<file path="config.mk">
export PLATFORM = sky130hd
export DESIGN_NAME = led_pwm
export DESIGN_NICKNAME = d
export VERILOG_FILES = /design/src/rtl/led_pwm_pkg.sv /design/src/rtl/led_pwm_tick_gen.sv /design/src/rtl/led_pwm.sv
export SDC_FILE = /design/constraint.sdc
export NUM_CORES = 1
export LEC_CHECK = 0
export CORE_ASPECT_RATIO = 1.4
export CORE_UTILIZATION = 35
export CTS_BUF_LIST = sky130_fd_sc_hd__clkbuf_2 sky130_fd_sc_hd__clkbuf_4 sky130_fd_sc_hd__clkbuf_8
export DETAILED_ROUTE_END_ITERATION = 8
export SYNTH_ARGS = -nofsm -noshare
export SYNTH_HDL_FRONTEND = slang
export SYNTH_SLANG_ARGS = --single-unit
</file>
<file path="constraint.sdc">
create_clock -name clock -period 3.05 [get_ports clock]
set_input_delay 0.61 -clock clock [delete_from_list [all_inputs] [get_ports clock]]
set_output_delay 0.61 -clock clock [all_outputs]
set_load 0.005 [all_outputs]
</file>
<file path="src/rtl/led_pwm_pkg.sv">
// Shared constants for the LED PWM/blink block: register addresses,
// configuration reset values and the blink period table.
package led_pwm_pkg;

    // Register map seen through pwmAddr.
    localparam logic [1:0] ADDR_DUTY    = 2'b00;
    localparam logic [1:0] ADDR_BLINK   = 2'b01;
    localparam logic [1:0] ADDR_RESTART = 2'b10;

    // Configuration values after reset: full brightness, no blinking,
    // shortest blink period.  This makes the block transparent.
    localparam logic [7:0] DUTY_RST     = 8'hFF;
    localparam logic [2:0] BLINK_EN_RST = 3'b000;
    localparam logic [1:0] PERIOD_RST   = 2'b00;

    // LED groups of eight pins each.
    localparam int NUM_GROUPS = 3;

    // Number of PWM frames per blink half-period for each period code.
    // Seven bits so that 64 fits and blink_cnt+1 can be compared directly.
    function automatic logic [6:0] blink_limit(input logic [1:0] period);
        logic [6:0] limit;
        case (period)
            2'b00:   limit = 7'd8;
            2'b01:   limit = 7'd16;
            2'b10:   limit = 7'd32;
            default: limit = 7'd64;
        endcase
        return limit;
    endfunction

endpackage

</file>
<file path="src/rtl/led_pwm_tick_gen.sv">
// Prescaler: divides the system clock down to one PWM step per PRESCALE
// clocks.  tick is high for the single cycle in which the count sits at
// PRESCALE-1; clear restarts the count from zero on the next edge.
module tick_gen #(
    parameter int unsigned PRESCALE = 390
) (
    input  logic clock,
    input  logic reset,
    input  logic clear,
    output logic tick
);

    localparam logic [15:0] LAST = 16'(PRESCALE - 1);

    logic [15:0] count;

    // Free-running modulo-PRESCALE counter, clear has priority over wrap.
    always_ff @(posedge clock or negedge reset) begin
        if (!reset) begin
            count <= '0;
        end else if (clear) begin
            count <= '0;
        end else if (count == LAST) begin
            count <= '0;
        end else begin
            count <= count + 16'd1;
        end
    end

    assign tick = (count == LAST);

endmodule

</file>
<file path="src/rtl/led_pwm.sv">
// LED brightness and blink controller.  An 8-bit PWM counter advanced by
// the prescaler tick sets brightness for all LEDs; a frame counter toggles
// a blink phase that gates the groups selected by blink_en.  Configuration
// is written through a small register port and read back combinationally.
module led_pwm
    import led_pwm_pkg::*;
#(
    parameter int unsigned PRESCALE = 390
) (
    input  logic        clock,
    input  logic        reset,
    input  logic [23:0] leds_in,
    input  logic        PWMCtrl,
    input  logic        ioWrite,
    input  logic [1:0]  pwmAddr,
    input  logic [15:0] write_data,
    output logic [15:0] read_data,
    output logic [23:0] leds,
    output logic        blink_phase
);

    // Configuration registers.
    logic [7:0]  duty;
    logic [2:0]  blink_en;
    logic [1:0]  period;

    // Timing state.
    logic [7:0]  pwm_cnt;
    logic [5:0]  blink_cnt;

    logic        cfg_wr;
    logic        restart;
    logic        tick;
    logic        frame_end;
    logic        pwm_on;
    logic        blink_wrap;
    logic [23:0] led_next;

    // Bits of write_data that no register uses.
    logic        unused_wdata;
    assign unused_wdata = ^{write_data[15:6], write_data[3]};

    // A write happens only when this block is selected and strobed.
    assign cfg_wr  = PWMCtrl & ioWrite;
    assign restart = cfg_wr & (pwmAddr == ADDR_RESTART);

    tick_gen #(
        .PRESCALE (PRESCALE)
    ) u_tick_gen (
        .clock (clock),
        .reset (reset),
        .clear (restart),
        .tick  (tick)
    );

    assign frame_end  = tick & (pwm_cnt == 8'hFF);

    // duty=FF is the only way to get a constant-on output, since the
    // compare alone would leave one dark step per frame.
    assign pwm_on     = (duty == 8'hFF) ? 1'b1 : (pwm_cnt < duty);

    // >= rather than == so that shortening the period below the current
    // count still wraps at the very next frame end.
    assign blink_wrap = ({1'b0, blink_cnt} + 7'd1) >= blink_limit(period);

    // Configuration register writes; restart and reserved addresses leave them alone.
    always_ff @(posedge clock or negedge reset) begin
        if (!reset) begin
            duty     <= DUTY_RST;
            blink_en <= BLINK_EN_RST;
            period   <= PERIOD_RST;
        end else if (cfg_wr) begin
            case (pwmAddr)
                ADDR_DUTY: begin
                    duty <= write_data[7:0];
                end
                ADDR_BLINK: begin
                    blink_en <= write_data[2:0];
                    period   <= write_data[5:4];
                end
                default: begin
                end
            endcase
        end
    end

    // PWM step counter; restart wins over a same-cycle tick.
    always_ff @(posedge clock or negedge reset) begin
        if (!reset) begin
            pwm_cnt <= '0;
        end else if (restart) begin
            pwm_cnt <= '0;
        end else if (tick) begin
            pwm_cnt <= pwm_cnt + 8'd1;
        end
    end

    // Blink frame counter and phase; restart wins over a same-cycle frame end.
    always_ff @(posedge clock or negedge reset) begin
        if (!reset) begin
            blink_cnt   <= '0;
            blink_phase <= 1'b1;
        end else if (restart) begin
            blink_cnt   <= '0;
            blink_phase <= 1'b1;
        end else if (frame_end) begin
            if (blink_wrap) begin
                blink_cnt   <= '0;
                blink_phase <= ~blink_phase;
            end else begin
                blink_cnt   <= blink_cnt + 6'd1;
            end
        end
    end

    // Per-group gate: PWM brightness, then blink masking for enabled groups.
    always_comb begin
        led_next = '0;
        for (int g = 0; g < NUM_GROUPS; g++) begin
            led_next[g*8 +: 8] = {8{pwm_on & (~blink_en[g] | blink_phase)}} & leds_in[g*8 +: 8];
        end
    end

    // Registered pin drive, one clock behind leds_in.
    always_ff @(posedge clock or negedge reset) begin
        if (!reset) begin
            leds <= '0;
        end else begin
            leds <= led_next;
        end
    end

    // Combinational readback of the selected configuration register.
    always_comb begin
        read_data = 16'h0000;
        case (pwmAddr)
            ADDR_DUTY:  read_data = {8'h00, duty};
            ADDR_BLINK: read_data = {10'b0, period, 1'b0, blink_en};
            default:    read_data = 16'h0000;
        endcase
    end

endmodule

</file>
# [Yosys cells after proc, flatten, opt, wreduce, memory -nomap -nowiden]
# Cells that the tools add are included.
# Widths: inputs -> output; s select.
[totals] elab_cells=58 inputBits=46 reg_bits=68 output_inout_bits=41
[classes] n_bitwise=16 eq_ne=7 add_sub_neg=4 n_reduce_logical=8 n_lt_le_gt_ge=2 muxes=13
[op_table] operator="$mux 16" count=2
[op_table] operator="$and 8x8->8" count=3
[op_table] operator="$pmux 7 s3" count=1
[op_table] operator="$mux 6" count=3
[op_table] operator="$add 16x1->16 const B" count=1
[op_table] operator="$eq 16x9->1 const B" count=1
[op_table] operator="$eq 8x8->1 const B" count=2
[op_table] operator="$mux 8" count=2
[op_table] operator="$pmux 8 s2" count=1
[op_table] operator="$add 8x1->8 const B" count=1
[op_table] operator="$lt 8x8->1" count=1
[op_table] operator="$add 6x1->7 const B" count=1
[op_table] operator="$ge 7x7->1" count=1
[op_table] operator="$add 6x1->6 const B" count=1
[op_table] operator="$and 1x1->1" count=6
[op_table] operator="$reduce_and 2->1" count=3
[op_table] operator="$reduce_bool 2->1" count=3
[op_table] operator="$eq 2x1->1 const B" count=2
[op_table] operator="$eq 2x2->1 const B" count=2
[op_table] operator="$logic_not 2->1" count=2
[op_table] operator="$mux 1" count=4
[op_table] operator="$not 1->1" count=4
[op_table] operator="$or 1x1->1" count=3

# [Depth between registers and ports, before layout]
# Gate-level depths: netlist of the first run.
[logic_depth] word_depth=6 mapped_depth=10 ltp_nobuf=9

# [Hierarchy]
# From an unflattened synthesis of the first run, not the netlist that was laid out.
[unflattened] hier_cells=347 area_unflattened_um2=3448.3
[by_module_without_submodules] mod="led_pwm" instances=1 area_per_inst_um2=2620.0 cells_per_inst=265 seq_area_each_um2=1312.5
[by_module_without_submodules] mod="tick_gen" instances=1 area_per_inst_um2=828.3 cells_per_inst=82 seq_area_each_um2=400.4

# [Worst setup path before layout of the first run]
# Ideal clock, no wire load.
[synth_timing] path_type="flip-flop to flip-flop" start="register blink_cnt[0]" end="register blink_cnt[2]" setup_slack_ps=812 required_ps=2972 stages_incl_launch_ff=11 setup_time_ps=78 path_buffers=1 period_less_slack_ps=2238 t_arrival_ps=2161 path_cell_list="dfrtp_1 -> and3_1 -> nand3_1 -> xnor2_1 -> ha_1 -> a21oi_1 -> nor2b_1 -> or4_1 -> clkbuf_1 -> or2_1 -> o2bb2ai_1"
[synth_via] elab_chain_cells=5 elab_cells_between_ends=6 cone_classes="2 x add/sub; 1 x order compare; 3 x mux"
[synth_rtl] element="from (decl)" line_no="led_pwm.sv:29" rtl="logic [5:0] blink_cnt;"
[synth_rtl] element="from (signal assigned)" line_no="led_pwm.sv:111" rtl="blink_cnt <= blink_cnt + 6'd1;"
[synth_rtl] element="$add 6x1->7" line_no="led_pwm.sv:64" rtl="assign blink_wrap = ({1'b0, blink_cnt} + 7'd1) >= blink_limit(period);"
[synth_rtl] element="$ge 7x7->1" line_no="led_pwm.sv:64"
[synth_rtl] element="$mux 6 *" line_no="led_pwm.sv:107" rtl="if (blink_wrap) begin"
[synth_rtl] element="$mux 6 *" line_no="led_pwm.sv:106" rtl="end else if (frame_end) begin"
[synth_rtl] element="$mux 6 *" line_no="led_pwm.sv:103" rtl="end else if (restart) begin"
# Mark *: on every way between the ends. The rest lies on a longest branch, timed or not. The select of a mux whose other input is x is not followed.
# A chain may end at the register's enable or synchronous reset.

# [Worst setup path in the final report of the first run]
[layout_timing] start="input pwmAddr[0]" end="output read_data[5]"
[layout_via] elab_chain_cells=2 elab_cells_between_ends=3 cone_classes="1 x eq/ne; 1 x mux; 1 x reduce/logical"
[layout_rtl] element="from (decl)" line_no="led_pwm.sv:15" rtl="input logic [1:0] pwmAddr,"
[layout_rtl] element="$eq 2x1->1 or $logic_not 2->1 (tied branches)" line_no="led_pwm.sv:136" rtl="case (pwmAddr)"
[layout_rtl] element="$pmux 8 s2 *" line_no="led_pwm.sv:136"
[layout_rtl] element="to (decl)" line_no="led_pwm.sv:17" rtl="output logic [15:0] read_data,"
# Mark *: on every way between the ends. The rest lies on a longest branch, timed or not.

==> run metrics, run 1 <==
Hold Path Class=in2async; Slew @ Worst Pin=530 ps; Seq/Total Area, Yosys=around half; Pwr Density=roughly 560 nW/um^2; DRC violations left=16; Initial DRT Pass Iterations=6; Final Max Tran Viols=0; wire per inst=around 13 um; CTS clk-pin slew, worst paths=70 ps; CP Max Fanout=11; drt via density=4.74; area leader, netlist=dfrtp_1; CP startpoint kind=primary input; Post-Syn Instances=around 350; Worst Setup End Kind=output port; die width=between 80 and 90 um; maxcap violations=0; Core Area=roughly 9400 um^2; GRT Total Usage=15.0%; CP Data Required Time=between 2000 and 2500 ps; Die Ht=roughly 120 um; vias=2535; Worst Path Arrival=2210 ps; io pins=between 80 and 90; status=finished with violations; vias in the first global route=around 2400; Routed Antenna Nets=0; Synth area leaders=dfrtp_1, dfstp_2, nor2_1; antenna violations before repair=0; Layout area overhead=29.0%; FP Rows=42; Final Setup Violations=0; Unique masters post-synth=44; FF-to-FF path depth=9; clock skew=around 8.5 ps; predominant post-synthesis flop cell=dfrtp_1; CTS resizes=0; final setup margin=between 200 and 250 ps; placed cells=519; share of layout cells above drive strength 1=a little over a tenth; pre-CTS WS=between 200 and 250 ps; fin crit share=92.6%; final wirelength=7090 um; Setup Fix Bufs, Post-CTS=0; hold_buf cts=0; final cell count without fillers=approximately 540; Critical Setup Path Class=in2out; RePlAce Congestion=approximately 0.74; Port Buffer Count=70; Rel. slew slack=approximately 64%; EDFF count, synth=0; unrepaired setup endpoints after global routing=no; DR iter-0 viols=just over 100; CTS root buf=clkbuf_8; Yosys reg bits=68; largest net degree at the start of global routing=28; crit path time final=between 2000 and 3000 ps; fmax=354 MHz; static leakage=2.02 nW; GR Overflow Total=0; final hold vios=0; Max VDD drop=0.000297 V; Post-Syn Area=3370 um^2; clock sinks=68; worst-skew pair later-pin latency=approximately 350 ps; first-pass GRT wire length=11600 um; diodes inserted=0; CTS tree=built; final net count=roughly 480; HPWL after DPL=5260 um; syn avg cell area=9.77 um^2; failing checks=design-rule violations; initial core utilization=between 30% and 40%; H-tree depth=3; clk buf depth=2; most frequent cells in the layout=clkdlybuf4s50_1, dfrtp_1, nor2_1; Post-synth ARST share=100%; Setup TNS=0 ps; Synth top area share=43.8%; die area=~10000 um^2; CTS buffer count=9; commonest non-fill, non-tap cell in the layout=clkdlybuf4s50_1; Syn. warnings=0
power breakdown:
group | total (W) | internal [W] | switching (W) | leakage [nW]
clock network | 0.000724 | 0.000392 | 0.000333 | 0.0999
registers | 0.00118 | 0.00106 | 0.000118 | 0.844
logic | 0.000535 | 0.000296 | 0.000239 | 1.07
cell usage after synthesis (2+ instances only):
cell / number
dfrtp_1: 59
nor2_1: 57
nand2_1: 56
ha_1: 15
xor2_1: 15
inv_1: 12
nand3_1: 10
buf_4: 9
dfstp_2: 9
nand4_1: 9
o21ai_0: 9
xnor2_1: 9
nand2b_1: 8
a21oi_1: 6
and3_1: 6
mux2_2: 6
nor3_1: 6
buf_2: 5
mux2i_1: 5
clkbuf_1: 4
o21ai_1: 3
nor3b_1: 2
nor4_1: 2
o31ai_1: 2
or4_1: 2
state kept, by name, indices dropped and copies added, names as in the netlist:
register          flops
blink_phase           1
blink_cnt             6
u_tick_gen.count     16
duty                  8
period                2
blink_en              3
pwm_cnt               8
leds                 24
cells by family after synthesis:
group | Yosys count | synth area share [%]
flops | 68 | 50.8
xor+xnor | 24 | 6.24
simple gates | 169 | 24.1
compound gates | 26 | 4.79
fa+ha+maj | 15 | 5.57
mux | 11 | 3.49
other cells | 1 | 0.111
buf+inv | 31 | 4.86
through the flow:
step / instance area, um^2 / utilization [%] / total power [W] / hold WS (ps)
6_report: 4350 / 46.2 / 0.00243 / 214
5_1_grt: 4350 / 46.2 / 0.00260 / 244
4_1_cts: 4350 / 46.2 / 0.00248 / 208
3_5_place_dp: 4160 / 44.2 / 0.00174 / 510
3_3_place_gp: 4160 / 44.2 / 0.00172 / 505
2_1_floorplan: 3400 / - / 0.00147 / 314
layout make-up:
cell class | count | area [um^2]
sequential | 68 | 1710
clock inverter | 5 | 52.6
fill | 890 | 5060
tap | 110 | 138
inverter | 12 | 45.0
timing repair buffer | 76 | 741
clock buffer | 11 | 139
multi-input combinational | 253 | 1520
per-layer routing:
metal  vias up  part of all wire [%]  global-route usage (%)
met5         -                     0                       0
met4         0                   1.7                    6.99
met1      1166                    43                    17.8
met3         9                   6.6                    3.79
met2        81                    49                    25.2
li1       1279                     -                       -
critical path, stage by stage:
cell and delay [ps]:
clkdlybuf4s50_1 800, mux2i_1 150, nor2_1 120, clkdlybuf4s50_1 540
path summary, 6_finish.rpt:
kind,to,from,slack [ps]
setup / recovery,read_data[5],pwmAddr[0],230
max in group asynchronous,blink_phase,reset,2060
min in group clock,blink_cnt[0],blink_cnt[0],520
hold reg to reg,blink_cnt[0],blink_cnt[0],520
hold / removal,leds[4],reset,210
setup reg to reg,blink_cnt[2],blink_cnt[0],590
(Power assumes the default switching activity.)
==> inputs of run 2 (changes only) <==
--- a/config.mk
+++ b/config.mk
@@ -9,6 +9,7 @@
 export CORE_UTILIZATION = 35
 export CTS_BUF_LIST = sky130_fd_sc_hd__clkbuf_2 sky130_fd_sc_hd__clkbuf_4 sky130_fd_sc_hd__clkbuf_8
 export DETAILED_ROUTE_END_ITERATION = 8
+export REMOVE_ABC_BUFFERS = 1
 export SYNTH_ARGS = -nofsm -noshare
 export SYNTH_HDL_FRONTEND = slang
 export SYNTH_SLANG_ARGS = --single-unit
==> run 2 against run 1 <==
The flow still finishes with violations (design-rule violations). Cell count is 0.19% lower. Worst setup slack better by 36 ps. Non-clock buffer count decreased by 1. Sequential power about the same. Sequential cell count unchanged. Clock power increased by 28%. Design area grew 1.4%. Largest cell class unchanged. Largest power group unchanged. Highest routed layer unchanged.
==> run metrics, run 2 (synthesis gave the netlist of run 1 again) <==
drt via density=~4.8; CP top delay family=buffers and inverters; Final Max Tran Viols=0; unrepaired setup endpoints after global routing=no; GR Overflow Total=0; antenna violations before repair=0; most frequent CP cell=clkdlybuf4s50_1; Slew @ Worst Pin=641 ps; Pwr Total=0.00264 W; die area=between 10000 and 15000 um^2; Final Setup Violations=0; Critical Setup Path Class=in2out; Worst Path Arrival=between 2000 and 2500 ps; H-tree depth=3; CTS tree=built; status=finished with violations; worst hold slack=between 200 and 300 ps; worst path cell trace=clkdlybuf4s50_1 > mux2i_1 > nor2_1 > clkdlybuf4s50_1; Top reg by flops=leds; diodes inserted=0; most frequent cells in the layout=clkdlybuf4s50_1, dfrtp_1, nor2_1; final instance area=about 4400 um^2; Core Area=approximately 9400 um^2; DR iter-0 viols=67; CTS clk-pin slew, worst paths=80 ps; DRC violations left=14; largest registers=leds (24), u_tick_gen.count (16); Routed Antenna Nets=0; worst path buffer plus inverter count=2; CTS root buf=clkbuf_8; HPWL after DPL=~5000 um; Setup Fix Bufs, Post-CTS=0; Setup TNS=0 ps; fin crit share=between 90% and 100%; wire per inst=13.3 um; clk buf depth=2; io pins=slightly below 90; hold_buf cts=0; share of layout cells above drive strength 1=slightly above 10%; Hold Path Class=in2async; Rel. slew slack=a little under three fifths; fmax=~360 MHz; number of fillers in the final layout=around 900; final wirelength=roughly 7000 um; maxcap violations=0; commonest non-fill, non-tap cell in the layout=clkdlybuf4s50_1; die width=84.9 um; Layout area overhead=30.8%; CTS buffer count=9; Worst path max stage delay=790 ps; Port Buffer Count=70; RePlAce Congestion=roughly 0.72; crit path time final=about 2800 ps; largest net degree at the start of global routing=69; CP startpoint kind=primary input; final hold vios=0; first-pass GRT wire length=approximately 12000 um; clock skew=9.58 ps; Die Ht=roughly 120 um; vias in the first global route=between 2000 and 3000; CP max-delay cell=clkdlybuf4s50_1; Worst Setup End Kind=output port; max reg flops=24; CP Max Fanout=11; Max VDD drop=0.000323 V; Pwr Density=between 500 and 600 nW/um^2; clock sinks=68; CP Data Required Time=2440 ps; CTS resizes=0; Initial DRT Pass Iterations=8; placed instance area=around 4200 um^2; failing checks=design-rule violations; final net count=480; vias=2545; GRT Total Usage=15.0%; FP Rows=42; initial core utilization=between 30% and 40%; worst-skew pair later-pin latency=between 300 and 400 ps; static leakage=2.04 nW
==> run 2: power breakdown <==
group	switching, W	internal (W)	total (W)	leakage (nW)
clock	0.000361	0.000565	0.000926	0.122
combinational	0.000242	0.000297	0.000540	1.07
sequential	0.000118	0.00106	0.00118	0.844
==> run 2: area by class of cell <==
class | count | area, um^2 | share of cell area [%]
inverter | 12 | 45.0 | 1.02
timing repair buffer | 75 | 746 | 16.9
clock buffer | 10 | 138 | 3.12
sequential | 68 | 1710 | 38.8
multi-input combinational | 253 | 1520 | 34.5
clock inverter | 6 | 111 | 2.52
tap | 110 | 138 | 3.12
==> run 2: worst register-to-register path, stage by stage (launching register included) <==
cell and delay, ps:
dfrtp_1 410, ha_1 240, nand3_1 130, xnor2_1 170
ha_1 210, a21oi_1 140, nor2b_1 50, or4_1 630
or2_1 290, o21ai_1 130
==> run 2: metrics by stage <==
stage	std cells	util, %	setup slack [ps]
global route	534	46.9	143
CTS	534	46.9	247
finish	534	46.9	263
global placement	518	44.2	282
detailed placement	518	44.2	241
floorplan	333	-	834
==> run 2: metal layers <==
| metal | GRT usage (%) | vias to the layer above | part of all wire (%) |
|---|---|---|---|
| met1 | 17.9 | 1184 | 43 |
| met5 | 0 | - | 0 |
| li1 | - | 1281 | - |
| met3 | 3.79 | 5 | 6.2 |
| met4 | 5.72 | 0 | 0.99 |
| met2 | 25.7 | 75 | 49 |
==> run 2: path summary, 6_finish.rpt <==
path	slack [ps]	cells past startpoint	from	endpoint
worst max-delay path	260	4	pwmAddr[0]	read_data[0]
worst min-delay path	250	2	reset	leds[1]
worst max register to register	570	9	blink_cnt[0]	blink_cnt[0]
worst min register to register	520	1	u_tick_gen.count[0]	u_tick_gen.count[0]
max in group asynchronous	2440	2	reset	duty[2]
min in group clock	520	1	u_tick_gen.count[0]	u_tick_gen.count[0]
